**config.mk**
```make
export PLATFORM = sky130hd
export DESIGN_NAME = mdu
export DESIGN_NICKNAME = d
export VERILOG_FILES = /design/src/rtl/mdu_pkg.sv /design/src/rtl/mdu_div_core.sv /design/src/rtl/mdu.sv
export SDC_FILE = /design/constraint.sdc
export NUM_CORES = 2
export LEC_CHECK = 0
export ABC_AREA = 1
export BUFFER_PORTS_ARGS = -buffer_cell sky130_fd_sc_hd__buf_2
export CAP_MARGIN = 0
export CORE_ASPECT_RATIO = 1.4
export CORE_MARGIN = 2
export CORE_UTILIZATION = 40
export DETAILED_ROUTE_END_ITERATION = 10
export GPL_TIMING_DRIVEN = 0
export PLACE_DENSITY_LB_ADDON = 0.05
export SLEW_MARGIN = 20
export SYNTH_ARGS = -nofsm -noshare
export SYNTH_HDL_FRONTEND = slang
export SYNTH_SLANG_ARGS = --single-unit
```
**constraint.sdc**
```tcl
create_clock -name clk -period 11.75 [get_ports clk]
set_input_delay 0.5875 -clock clk [delete_from_list [all_inputs] [get_ports clk]]
set_output_delay 0.5875 -clock clk [all_outputs]
set_load 0.005 [all_outputs]
```
**src/rtl/mdu_pkg.sv**
```systemverilog
// Shared types for the multiply/divide unit: op-codes (also used by decode),
// FSM states and the divider step count.
package mdu_pkg;

  localparam int DIV_STEPS = 32;

  typedef enum logic [2:0] {
    OP_NOP   = 3'd0,
    OP_MULT  = 3'd1,
    OP_MULTU = 3'd2,
    OP_DIV   = 3'd3,
    OP_DIVU  = 3'd4,
    OP_MTHI  = 3'd5,
    OP_MTLO  = 3'd6
  } mdu_op_t;

  typedef enum logic [1:0] {
    IDLE = 2'd0,
    MUL  = 2'd1,
    DIV  = 2'd2
  } mdu_state_t;

  function automatic logic [31:0] abs32(input logic [31:0] v, input logic is_signed);
    return (is_signed && v[31]) ? (~v + 32'd1) : v;
  endfunction

endpackage

```
**src/rtl/mdu_div_core.sv**
```systemverilog
// Iterative restoring divider: one quotient bit per step on operand magnitudes,
// sign fix and divide-by-zero result applied to the final-step outputs.
module div_core
  import mdu_pkg::*;
(
  input  logic        clk,
  input  logic        resetn,
  input  logic        start,
  input  logic        step,
  input  logic        is_signed,
  input  logic [31:0] dividend,
  input  logic [31:0] divisor,
  output logic        last,
  output logic [31:0] quotient,
  output logic [31:0] remainder
);

  logic [31:0] a_q, a_d;
  logic [31:0] b_q, b_d;
  logic [31:0] r_q, r_d;
  logic [31:0] raw_q, raw_d;
  logic [4:0]  cnt_q, cnt_d;
  logic        neg_quo_q, neg_quo_d;
  logic        neg_rem_q, neg_rem_d;
  logic        dvz_q, dvz_d;

  logic [32:0] trial;
  logic        fits;
  logic [31:0] a_next;
  logic [31:0] r_next;

  always_comb begin
    trial  = {r_q, a_q[31]} - {1'b0, b_q};
    fits   = ~trial[32];
    r_next = fits ? trial[31:0] : {r_q[30:0], a_q[31]};
    a_next = {a_q[30:0], fits};
    last   = (cnt_q == 5'(DIV_STEPS - 1));
  end

  // The final step's results go straight to HI/LO, so the fix-up works on a_next/r_next.
  always_comb begin
    if (dvz_q) begin
      quotient  = 32'hFFFF_FFFF;
      remainder = raw_q;
    end else begin
      quotient  = neg_quo_q ? (~a_next + 32'd1) : a_next;
      remainder = neg_rem_q ? (~r_next + 32'd1) : r_next;
    end
  end

  always_comb begin
    a_d       = a_q;
    b_d       = b_q;
    r_d       = r_q;
    raw_d     = raw_q;
    cnt_d     = cnt_q;
    neg_quo_d = neg_quo_q;
    neg_rem_d = neg_rem_q;
    dvz_d     = dvz_q;
    if (start) begin
      a_d       = abs32(dividend, is_signed);
      b_d       = abs32(divisor, is_signed);
      r_d       = 32'd0;
      raw_d     = dividend;
      cnt_d     = 5'd0;
      neg_quo_d = is_signed & (dividend[31] ^ divisor[31]);
      neg_rem_d = is_signed & dividend[31];
      dvz_d     = (divisor == 32'd0);
    end else if (step) begin
      a_d   = a_next;
      r_d   = r_next;
      cnt_d = cnt_q + 5'd1;
    end
  end

  always_ff @(posedge clk or negedge resetn) begin
    if (!resetn) begin
      a_q       <= 32'd0;
      b_q       <= 32'd0;
      r_q       <= 32'd0;
      raw_q     <= 32'd0;
      cnt_q     <= 5'd0;
      neg_quo_q <= 1'b0;
      neg_rem_q <= 1'b0;
      dvz_q     <= 1'b0;
    end else begin
      a_q       <= a_d;
      b_q       <= b_d;
      r_q       <= r_d;
      raw_q     <= raw_d;
      cnt_q     <= cnt_d;
      neg_quo_q <= neg_quo_d;
      neg_rem_q <= neg_rem_d;
      dvz_q     <= dvz_d;
    end
  end

endmodule

```
**src/rtl/mdu.sv**
```systemverilog
// Multiply/divide unit owning HI/LO: one-cycle MULT/MULTU, 32-step DIV/DIVU,
// immediate MTHI/MTLO.
//   state | meaning
//   IDLE  | ready for an op; MTHI/MTLO complete here
//   MUL   | product of latched operands written to HI/LO
//   DIV   | div_core stepping; last step writes HI/LO
module mdu
  import mdu_pkg::*;
(
  input  logic        clk,
  input  logic        resetn,
  input  logic        req_valid,
  output logic        req_ready,
  input  logic [2:0]  req_op,
  input  logic [31:0] in1,
  input  logic [31:0] in2,
  input  logic        flush,
  output logic        busy,
  output logic        done,
  output logic [31:0] hi,
  output logic [31:0] lo
);

  mdu_state_t  state_q, state_d;
  logic [31:0] op1_q, op1_d;
  logic [31:0] op2_q, op2_d;
  logic        mul_signed_q, mul_signed_d;
  logic [31:0] hi_q, hi_d;
  logic [31:0] lo_q, lo_d;

  logic        accept;
  logic        div_start;
  logic        div_step;
  logic        div_last;
  logic [31:0] div_quo;
  logic [31:0] div_rem;
  logic [63:0] product;

  assign accept    = req_valid & (state_q == IDLE) & ~flush;
  assign req_ready = (state_q == IDLE);
  assign busy      = (state_q != IDLE);
  assign hi        = hi_q;
  assign lo        = lo_q;

  // Sign-extend only for MULT; the low 64 bits of the wide product are right either way.
  assign product = {{32{mul_signed_q & op1_q[31]}}, op1_q} *
                   {{32{mul_signed_q & op2_q[31]}}, op2_q};

  div_core u_div_core (
    .clk       (clk),
    .resetn    (resetn),
    .start     (div_start),
    .step      (div_step),
    .is_signed (req_op == OP_DIV),
    .dividend  (in1),
    .divisor   (in2),
    .last      (div_last),
    .quotient  (div_quo),
    .remainder (div_rem)
  );

  always_comb begin
    state_d      = state_q;
    op1_d        = op1_q;
    op2_d        = op2_q;
    mul_signed_d = mul_signed_q;
    hi_d         = hi_q;
    lo_d         = lo_q;
    done         = 1'b0;
    div_start    = 1'b0;
    div_step     = 1'b0;
    case (state_q)
      IDLE: begin
        if (accept) begin
          case (req_op)
            OP_MULT, OP_MULTU: begin
              state_d      = MUL;
              op1_d        = in1;
              op2_d        = in2;
              mul_signed_d = (req_op == OP_MULT);
            end
            OP_DIV, OP_DIVU: begin
              state_d   = DIV;
              op1_d     = in1;
              op2_d     = in2;
              div_start = 1'b1;
            end
            OP_MTHI: begin
              hi_d = in1;
              done = 1'b1;
            end
            OP_MTLO: begin
              lo_d = in1;
              done = 1'b1;
            end
            default: ;
          endcase
        end
      end
      MUL: begin
        state_d = IDLE;
        if (!flush) begin
          hi_d = product[63:32];
          lo_d = product[31:0];
          done = 1'b1;
        end
      end
      DIV: begin
        div_step = ~flush;
        if (flush) begin
          state_d = IDLE;
        end else if (div_last) begin
          state_d = IDLE;
          hi_d    = div_rem;
          lo_d    = div_quo;
          done    = 1'b1;
        end
      end
      default: state_d = IDLE;
    endcase
  end

  always_ff @(posedge clk or negedge resetn) begin
    if (!resetn) begin
      state_q      <= IDLE;
      op1_q        <= 32'd0;
      op2_q        <= 32'd0;
      mul_signed_q <= 1'b0;
      hi_q         <= 32'd0;
      lo_q         <= 32'd0;
    end else begin
      state_q      <= state_d;
      op1_q        <= op1_d;
      op2_q        <= op2_d;
      mul_signed_q <= mul_signed_d;
      hi_q         <= hi_d;
      lo_q         <= lo_d;
    end
  end

endmodule
```
==> results by group <==
STA
  – Min Tclk post-route: 10970 ps
  – Fmax: 0.0912 GHz
  – Min Hold Slack: 206 ps
  – # setup viols final: 0
  – Setup_tns: 0 ps
  – Max-slew violation count: 0
  – Unrepaired setup endpoints after global routing: no
  – Final Hold Vio Count: 0
  – Worst slew margin: 0.188
  – Final Cycle Share: 0.933
  – Worst-Margin Slew: 1220 ps
  – Setup Skew: 25.5 ps

Global route
  – Initial antenna violation count: 1
  – Total GRT Usage: 0.358
  – Vias in the first global route: 53.6k
  – Largest net degree at the start of global routing: 91
  – First-pass GRT wire length: 369000 um
  – Gr ovfl total: 0

Floorplanning
  – Area of the core: 0.142 mm^2
  – Row Count: 164
  – I/O pin cnt: 138
  – Chip width: 323 um
  – Die area: 0.146 mm^2
  – Die height: 451 um
  – Initial Util: 0.402

Detailed routing
  – Vias per inst: 5.17
  – Post-route ant nets: 0
  – Drt wl/cell: 26.7 um
  – DRT Wirelength: 256000 um
  – DRC: 0
  – Vias: 49.5k
  – Drt pass-1 iters: 8
  – Detailed router's first-iteration violation count: 3505

Finish
  – Non-Filler Instances: 9571
  – Number of fill cells in the layout: 15.1k
  – Design Area, Final: 0.0612 mm^2
  – Commonest non-fill, non-tap cell in the layout: nand2_1
  – Nets: 9096
  – Most frequent cells in the layout: nand2_1 (1925), inv_1 (1915), fa_1 (1125)
  – Area growth from synthesis to final layout: 7.18%
  – Layout cell share with drive strength beyond 1: 0.0461

Placed design
  – Placed Cells: 9525
  – Routability cong.: 0.991
  – DP Area: 0.0604 mm^2
  – DP HPWL: 223000 um
  – Buffers on Ports: 137

Clock network
  – H-tree Lvls: 1
  – Post-CTS Setup Inserts: 0
  – CTS root buffer: clkbuf_16
  – CTS tree: done
  – CTS Hold Buffers Added: 1
  – Max clock buf depth: 3
  – Post-CTS sizing: 0
  – Clk_lat worst skew: 600 ps
  – Clk sinks: 267
  – TritonCTS Buffers: 25
  – Reg clk slew, reported paths: 80 ps

Yosys
  – Mapped Cells: 7474
  – Register area share after synthesis: 0.117
  – Area of the mapped netlist: 0.0571 mm^2
  – EDFF count, synth: 0
  – Synthesis warning total: 0
  – Yosys cell types: 62
  – Main synth FF type: dfrtp_1
  – Net Count, Synth: 8925
  – Synth async-reset ratio: 1.00
  – Flops & latches, synth: 267
  – Mapped Avg Cell Area: 7.65 um^2

Run
  – Max-cap violations: 0

Critical path
  – Slowest-stage cell, CP: fa_1
  – Worst r2r src: op1_q[31]$_DFFE_PN0P_
  – Buffers & Inverters on Critical Path: 10
  – Crit. Startpoint: op1_q[31]$_DFFE_PN0P_
  – Worst EP required: 12270 ps
  – CP Class: flip-flop to flip-flop
  – Crit end category: flip-flop
  – Worst setup SP type: flip-flop
  – Crit path DAT: 11480 ps
  – CP Max Fanout: 10
  – Crit path max-delay family: adder cells
  – Critical Path Max Stage Delay: 940 ps

Min path
  – Hold Startpoint: req_op[2]
  – Worst hold path type: input port to flip-flop

Run status
  – Status: completed
worst paths after layout:
path	cells past startpoint	slack (ps)	end
max	33	780	hi[29]$_DFFE_PN0P_
max in group asynchronous	4	10140	op2_q[16]$_DFFE_PN0P_
min reg2reg	2	480	u_div_core.cnt_q[4]$_DFFE_PN0P_
max reg2reg	33	780	hi[29]$_DFFE_PN0P_
min in group asynchronous	2	400	u_div_core.cnt_q[0]$_DFFE_PN0P_
min	2	210	mul_signed_q$_DFFE_PN0P_
worst reg2reg max path, delay by kind of cell, from the launching register on:
family / cells / cell delay (ps)
fa+ha+maj: 9 / 4780
flops: 1 / 320
simple gates: 7 / 1450
compound gates: 7 / 1220
buf+inv: 10 / 3120
registers in the layout, indices dropped and copies added, names as in the netlist, 2 cells and up:
register / count
op1_q: 32
op2_q: 32
u_div_core.cnt_q: 5
state_q: 2
lo: 32
u_div_core.raw_q: 32
u_div_core.a_q: 32
hi: 32
u_div_core.r_q: 32
u_div_core.b_q: 32
per-stage QoR:
stage,worst slack (ps),utilization
2_1_floorplan,3960,-
3_3_place_gp,801,0.423
3_5_place_dp,860,0.425
4_1_cts,776,0.431
5_1_grt,380,0.431
6_report,782,0.431
logic make-up (layout without fill, tap and decap cells):
kind of cell / count (synthesis) / in the layout / synth area share
other cells: 0 / 1 / 0
simple gates: 2683 / 2683 / 0.192
buf+inv: 2300 / 2487 / 0.152
xor+xnor: 85 / 85 / 0.0130
mux: 6 / 6 / 0.00118
flops: 267 / 267 / 0.117
compound gates: 753 / 753 / 0.0746
fa+ha+maj: 1380 / 1380 / 0.450
final cells by class:
class	instances	area, um^2	area share
multi-input combinational	4907	41800	0.682
antenna	1	2.50	0.0000409
clock buffer	35	733	0.0120
sequential	267	6680	0.109
clock inverter	8	111	0.00182
buffer	376	1510	0.0247
inverter	1924	7220	0.118
timing repair buffer	144	838	0.0137
tap	1909	2390	0.0390
per-layer routing:
metal  vias to the layer above  wire [um]  global-route usage
met3                       589      11200              0.0327
li1                      22200          -                   -
met5                         -         13                   0
met2                      1683     130000               0.636
met4                         2      25000               0.280
met1                     25100      89600               0.388
synthesized netlist by cell type (11+ instances only):
| cell type | number | area (um^2) |
|---|---|---|
| a21boi_0 | 12 | 90.1 |
| a21boi_1 | 12 | 90.1 |
| a21o_1 | 16 | 120 |
| a21oi_1 | 220 | 1100 |
| a31oi_1 | 34 | 213 |
| buf_1 | 12 | 45.0 |
| clkbuf_1 | 345 | 1290 |
| dfrtp_1 | 267 | 6680 |
| fa_1 | 1126 | 22500 |
| ha_1 | 254 | 3180 |
| inv_1 | 1915 | 7190 |
| nand2_1 | 1925 | 7230 |
| nand2_2 | 29 | 181 |
| nand2_4 | 11 | 124 |
| nand3_1 | 189 | 946 |
| nand3b_1 | 11 | 82.6 |
| nand4_1 | 32 | 200 |
| nor2_1 | 346 | 1300 |
| nor2_2 | 11 | 68.8 |
| nor3_1 | 47 | 235 |
| o211ai_1 | 14 | 105 |
| o21ai_0 | 305 | 1530 |
| o21ai_1 | 11 | 55.1 |
| o21bai_1 | 15 | 113 |
| o221ai_1 | 11 | 96.3 |
| o22ai_1 | 56 | 350 |
| or2_2 | 47 | 294 |
| xnor2_1 | 31 | 272 |
| xor2_1 | 54 | 473 |
Power is not shown: default switching activity piles up to over one toggle a cycle in this logic, so the estimate is an artifact.
